$ cat config.mk
export PLATFORM = sky130hd
export DESIGN_NAME = puf_session_fsm
export DESIGN_NICKNAME = d
export VERILOG_FILES = /design/src/rtl/puf_ctrl_pkg.sv /design/src/rtl/puf_wait_timer.sv /design/src/rtl/puf_session_fsm.sv
export SDC_FILE = /design/constraint.sdc
export NUM_CORES = 1
export LEC_CHECK = 0
export BUFFER_PORTS_ARGS = -buffer_cell sky130_fd_sc_hd__buf_2
export CAP_MARGIN = 20
export CORE_MARGIN = 3
export CORE_UTILIZATION = 55
export CTS_CLUSTER_SIZE = 25
export DETAILED_ROUTE_END_ITERATION = 8
export PLACE_DENSITY = 0.79
export SETUP_SLACK_MARGIN = 0.05
export SLEW_MARGIN = 0
export SYNTH_ARGS = -nofsm -noshare
export SYNTH_HDL_FRONTEND = slang
export SYNTH_SLANG_ARGS = --single-unit
$ cat constraint.sdc
create_clock -name clk -period 2.7 [get_ports clk]
set_clock_uncertainty 0.05 [all_clocks]
set_input_delay 0.135 -clock clk [delete_from_list [all_inputs] [get_ports clk]]
set_output_delay 0.135 -clock clk [all_outputs]
set_load 0.01 [all_outputs]
$ cat src/rtl/puf_ctrl_pkg.sv
// Shared definitions for the PUF challenge/response link: session states and the ID handshake bytes.
// Also used by data_controller, which compares rx bytes against REQUEST_ID and muxes RESPONSE_ID.
package puf_ctrl_pkg;

   localparam logic [7:0] REQUEST_ID  = 8'hAA;
   localparam logic [7:0] RESPONSE_ID = 8'h55;

   typedef enum logic [3:0] {
      S_IDLE,
      S_SEND_ID,
      S_ID_WAIT,
      S_WAIT_CHAL,
      S_EVAL_START,
      S_EVAL_WAIT,
      S_POP,
      S_SEND_BYTE,
      S_BYTE_WAIT
   } session_state_t;

   // States in which the tx mux must point at the response FIFO
   function automatic logic is_resp_phase(input session_state_t s);
      return (s == S_POP) || (s == S_SEND_BYTE) || (s == S_BYTE_WAIT);
   endfunction

endpackage

$ cat src/rtl/puf_wait_timer.sv
// Load/expire down-counter bounding the challenge wait; o_expired is high while enabled at zero.
// Loaded with CYCLES-1 on session entry so expiry falls on the CYCLES-th enabled cycle.
module puf_wait_timer #(
   parameter int CYCLES = 16
) (
   input  logic clk,
   input  logic reset,
   input  logic i_load,
   input  logic i_en,
   output logic o_expired
);

   localparam int W = (CYCLES > 1) ? $clog2(CYCLES) : 1;

   logic [W-1:0] r_cnt;

   always_ff @(posedge clk or negedge reset) begin
      if (!reset) begin
         r_cnt <= '0;
      end else if (i_load) begin
         r_cnt <= W'(CYCLES - 1);
      end else if (i_en && (r_cnt != '0)) begin
         r_cnt <= r_cnt - W'(1);
      end
   end

   assign o_expired = i_en && (r_cnt == '0);

endmodule

$ cat src/rtl/puf_session_fsm.sv
// Sequences one PUF session: ID handshake, challenge capture, evaluation, RESP_BYTES FIFO bytes out.
// All outputs registered; CHALLENGE_TIMEOUT_EN adds an abandon-on-silence timer in WAIT_CHAL.
module puf_session_fsm
   import puf_ctrl_pkg::*;
#(
   parameter int RESP_BYTES     = 4,
   parameter int TIMEOUT_CYCLES = 1_000_000
) (
   input  logic clk,
   input  logic reset,
   input  logic rx_valid,
   input  logic id_requested,
   output logic store_challenge,
   output logic puf_start,
   input  logic puf_done,
   input  logic fifo_empty,
   output logic fifo_rd,
   output logic data_sel,
   output logic tx_start,
   input  logic tx_done,
   output logic busy,
   output logic rx_overrun,
   output logic timeout
);

   localparam int               CNT_W     = $clog2(RESP_BYTES + 1);
   localparam logic [CNT_W-1:0] LAST_BYTE = CNT_W'(RESP_BYTES - 1);

   session_state_t   r_state;
   session_state_t   w_next;
   logic [CNT_W-1:0] r_byte_cnt;
   logic             r_store, r_puf_start, r_fifo_rd, r_data_sel;
   logic             r_tx_start, r_busy, r_overrun, r_timeout;
   logic             w_store, w_fifo_rd, w_timeout, w_cnt_inc;
   logic             w_overrun_set, w_overrun_clr, w_expired;

`ifdef CHALLENGE_TIMEOUT_EN
   logic w_tmr_load;
   assign w_tmr_load = (r_state == S_ID_WAIT) && tx_done;

   puf_wait_timer #(
      .CYCLES (TIMEOUT_CYCLES)
   ) u_wait_timer (
      .clk       (clk),
      .reset     (reset),
      .i_load    (w_tmr_load),
      .i_en      (r_state == S_WAIT_CHAL),
      .o_expired (w_expired)
   );
`else
   logic w_unused_timeout;
   assign w_unused_timeout = (TIMEOUT_CYCLES != 0);
   assign w_expired        = 1'b0;
`endif

   always_comb begin
      w_next        = r_state;
      w_store       = 1'b0;
      w_fifo_rd     = 1'b0;
      w_timeout     = 1'b0;
      w_cnt_inc     = 1'b0;
      w_overrun_clr = 1'b0;
      // Only IDLE and WAIT_CHAL can consume a byte; anything else is lost
      w_overrun_set = rx_valid && (r_state != S_IDLE) && (r_state != S_WAIT_CHAL);
      case (r_state)
         S_IDLE: begin
            if (rx_valid && id_requested) begin
               w_next        = S_SEND_ID;
               w_overrun_clr = 1'b1;
            end
         end
         S_SEND_ID:    w_next = S_ID_WAIT;
         S_ID_WAIT:    if (tx_done) w_next = S_WAIT_CHAL;
         S_WAIT_CHAL: begin
            if (rx_valid) begin
               w_store = 1'b1;
               w_next  = S_EVAL_START;
            end else if (w_expired) begin
               w_timeout = 1'b1;
               w_next    = S_IDLE;
            end
         end
         S_EVAL_START: w_next = S_EVAL_WAIT;
         // A done coinciding with our own start pulse belongs to no evaluation of ours
         S_EVAL_WAIT:  if (puf_done && !r_puf_start) w_next = S_POP;
         S_POP: begin
            if (!fifo_empty) begin
               w_fifo_rd = 1'b1;
               w_next    = S_SEND_BYTE;
            end
         end
         S_SEND_BYTE:  w_next = S_BYTE_WAIT;
         S_BYTE_WAIT: begin
            if (tx_done) begin
               w_cnt_inc = 1'b1;
               w_next    = (r_byte_cnt == LAST_BYTE) ? S_IDLE : S_POP;
            end
         end
         default:      w_next = S_IDLE;
      endcase
   end

   always_ff @(posedge clk or negedge reset) begin
      if (!reset) begin
         r_state     <= S_IDLE;
         r_byte_cnt  <= '0;
         r_store     <= 1'b0;
         r_puf_start <= 1'b0;
         r_fifo_rd   <= 1'b0;
         r_data_sel  <= 1'b0;
         r_tx_start  <= 1'b0;
         r_busy      <= 1'b0;
         r_overrun   <= 1'b0;
         r_timeout   <= 1'b0;
      end else begin
         r_state <= w_next;
         if (r_state == S_IDLE) begin
            r_byte_cnt <= '0;
         end else if (w_cnt_inc) begin
            r_byte_cnt <= r_byte_cnt + CNT_W'(1);
         end
         r_store     <= w_store;
         r_puf_start <= (r_state == S_EVAL_START);
         r_fifo_rd   <= w_fifo_rd;
         r_tx_start  <= (r_state == S_SEND_ID) || (r_state == S_SEND_BYTE);
         // Follows the next state so the mux settles before the matching tx_start
         r_data_sel  <= is_resp_phase(w_next);
         r_busy      <= (w_next != S_IDLE);
         r_timeout   <= w_timeout;
         if (w_overrun_set) begin
            r_overrun <= 1'b1;
         end else if (w_overrun_clr) begin
            r_overrun <= 1'b0;
         end
      end
   end

   assign store_challenge = r_store;
   assign puf_start       = r_puf_start;
   assign fifo_rd         = r_fifo_rd;
   assign data_sel        = r_data_sel;
   assign tx_start        = r_tx_start;
   assign busy            = r_busy;
   assign rx_overrun      = r_overrun;
   assign timeout         = r_timeout;

endmodule

==> impl_metrics.ini <==
[drt]
wl_um = 1490
route.detailed.wl_per_inst_um = 14.8
drtIter0Drc = 11
drtPass1Iterations = 4
postRouteAntennaNets = 0
route.detailed.vias_per_inst = 5.85
drt_drc_violations_left = 0
dr_total_vias = 591

[yosys]
mappedNetlistArea_sq_um = 811
netlist_top_cells_count = 14 x sky130_fd_sc_hd__dfrtp_1, 5 x sky130_fd_sc_hd__inv_1, 5 x sky130_fd_sc_hd__nand2_1
yosys.cell_count.top_type = sky130_fd_sc_hd__dfrtp_1
ys_async_sr_fraction = 1.00
synth_ff_type = sky130_fd_sc_hd__dfrtp_1
synth-edff-count = 0
synth.area.top_cells = sky130_fd_sc_hd__dfrtp_1 43%, sky130_fd_sc_hd__o311ai_4 3.2%, sky130_fd_sc_hd__ha_1 3.1%
syn_nets = 84
synth.distinct_cells = 36
yosysWarningCount = 0
synthesis.instances = 75
synth.largest_area_cell = sky130_fd_sc_hd__dfrtp_1
register_bit_count_reported_by_yosys = 14
postSynthAreaPerCell_sq_um = 10.8
yosysSeqAreaShare = 0.432
synth_top_cell_area_share = 0.432

[sta]
setup-violations-final = 0
min_period_over_period = 0.614
rsz0062_at_grt = no
finalHoldViolCount = 0
maxClockFrequency_ghz = 0.603
final_critical_path_setup_slack_ps = 1040
tns_ps = 0
report.final.slew_viol_count = 0
finalCriticalPeriod_ps = 1660

[cells_and_area]
share_of_post_route_cells_with_drive_strength_above_1 = 0.314
final_core_utilization = 0.663
area_delta_synth_final_pct = 9.10
final_nets = 97
insertedDiodeCount = 0
fillerInstances = 111

[power_and_ir_drop]
p_seq_frac = 0.411
power.leakage_nw = 0.394
comb_power_share = 0.452
power.net_switching_mw = 0.354
ir_drop_mv = 0.766
power_density_mw_per_mm2 = 967
internal_power_mw = 0.501
power.clock.fraction = 0.137
switching_share = 0.414

[critical_path]
critical_path.top_delay_family = simple AND/OR/NAND/NOR gates
crit_arrival_ps = 1750
worst-path-buf-inv = 0
worst_setup_path_start_kind = register
timing.setup.critical_path_class = reg -> reg
r2r_start = r_state[0]
cp_slowest_stage_delay_ps = 510
critPathLaunch = r_state[0]
slowest_stage = sky130_fd_sc_hd__dfrtp_1
endpoint_kind = register
required_ps = 2790
worstPathMaxFanout = 12
timing.critical_path.cells = and4b_2 > o21ai_1 > nor3b_1 > nand3b_1

[global_route]
global_route.overflow_total = 0
grt_pass1_wl_um = 2570
largest_net_degree_at_the_start_of_global_routing = 15
antenna_found_initial = 0
via_count_of_the_first_global_routing_pass = 597
groute.usage.overall = 0.181

[clocking]
cts-root-to-sink-buffers = 2
holdBufCountCts = 2
worst_setup_hold_path_clk_slew_ps = 80
h-tree-depth = 1
root_buffer_cell = sky130_fd_sc_hd__clkbuf_4
cts_tree = yes
cts_num_sinks = 14
tritoncts.num_buffers = 3
post_cts_repair_resize_count = 0
clock_insertion_delay_worst_skew_ps = 280
cts_setup_buffers = 0

[die]
core-area_sq_mm = 0.00133
die_area_sq_mm = 0.00197
core.rowCount = 13
dieWidth_um = 44.4
chipHeight_um = 44.4
initial_utilization = 0.608
ioPinCount = 15

[hold_path]
worstHoldStart = rx_valid
worst_hold_path_type = in -> reg

[run_status]
status = finished clean

[place]
finalWeightedCongestion = 0.839
port_buffers = 13
dpl.hpwl_um = 1080
dp_slack_ps = 1080

[flow_run]
drv.max_cap_violation_count = 0
power by group through the flow:
stage	combinational [mW]	sequential, mW	clock, mW
floorplan	0.368	0.313	0
global placement	0.374	0.350	0
detailed placement	0.380	0.353	0
CTS	0.390	0.348	0.121
global route	0.421	0.361	0.127
finish	0.387	0.352	0.117
final cells by class:
type	count	area (sq um)	share of cell area
Clock buffer	3	22.5	0.0255
Sequential cell	14	350	0.396
Timing Repair Buffer	15	85.1	0.0962
Multi-Input combinational cell	49	389	0.440
Tap cell	15	18.8	0.0212
Inverter	5	18.8	0.0212
cells in the final DEF, fill, tap and decap left out, types with 2 or more instances in the layout:
master                          Yosys  final
sky130_fd_sc_hd__dfrtp_1           14     14
sky130_fd_sc_hd__buf_2              3     13
sky130_fd_sc_hd__nand2_1            5      5
sky130_fd_sc_hd__inv_1              5      5
sky130_fd_sc_hd__nor2_1             4      4
sky130_fd_sc_hd__nor3_1             3      3
sky130_fd_sc_hd__nor3b_1            3      3
sky130_fd_sc_hd__nand2b_1           3      3
sky130_fd_sc_hd__clkbuf_4           0      3
sky130_fd_sc_hd__o21ai_1            2      2
sky130_fd_sc_hd__xnor2_1            2      2
sky130_fd_sc_hd__o22ai_1            2      2
sky130_fd_sc_hd__a22o_2             2      2
sky130_fd_sc_hd__ha_1               2      2
sky130_fd_sc_hd__dlygate4sd3_1      0      2
flip-flops by register name, summed over array words and instances (netlist names):
name / count
r_state: 4
r_byte_cnt: 3
busy: 1
data_sel: 1
fifo_rd: 1
puf_start: 1
rx_overrun: 1
store_challenge: 1
tx_start: 1
metrics by stage:
| stage | hold WS, ps | total power, mW | instances | cell area (sq um) |
|---|---|---|---|---|
| 6_report | 68.6 | 0.855 | 101 | 885 |
| 5_1_grt | 84.4 | 0.909 | 101 | 885 |
| 4_1_cts | 66.1 | 0.859 | 101 | 885 |
| 3_5_place_dp | -5.62 | 0.733 | 96 | 842 |
| 3_3_place_gp | -7.10 | 0.724 | 96 | 842 |
| 2_1_floorplan | -211 | 0.680 | 75 | 811 |
worst min-delay path, cell delays in order:
cell	delay [ps]
sky130_fd_sc_hd__buf_2	130
sky130_fd_sc_hd__inv_1	50
sky130_fd_sc_hd__nor2_1	40
final timing paths:
check                             endpoint  cells past startpoint  slack, ps
hold reg to reg              r_byte_cnt[2]                      1        480
min in group asynchronous       r_state[2]                      2        220
max in group asynchronous          fifo_rd                      2       2140
setup reg to reg                      busy                      4       1040
setup / recovery                      busy                      4       1040
hold / removal             store_challenge                      3         70
layer usage:
layer  wire length, um  part of all wire  up-vias  track usage
met5                 0                 0        -            0
met3                76             0.051        4       0.0366
met4                24             0.016        0       0.0964
met1               673              0.45      277        0.235
li1                  -                 -      290            -
met2               718              0.48       20        0.282
cells by family (layout without fill, tap and decap cells):
| logic type | Yosys count | in the layout | share of synthesized area |
|---|---|---|---|
| AOI/OAI and AO/OA | 16 | 16 | 0.190 |
| other | 1 | 1 | 0.00463 |
| muxes | 1 | 1 | 0.0123 |
| adders and majority gates | 2 | 2 | 0.0309 |
| buffers and inverters | 12 | 23 | 0.0880 |
| xor gates and xnor gates | 2 | 2 | 0.0216 |
| DFF | 14 | 14 | 0.432 |
| and+or+nand+nor | 27 | 27 | 0.221 |
No activity file was read; power rests on OpenSTA's default activity.
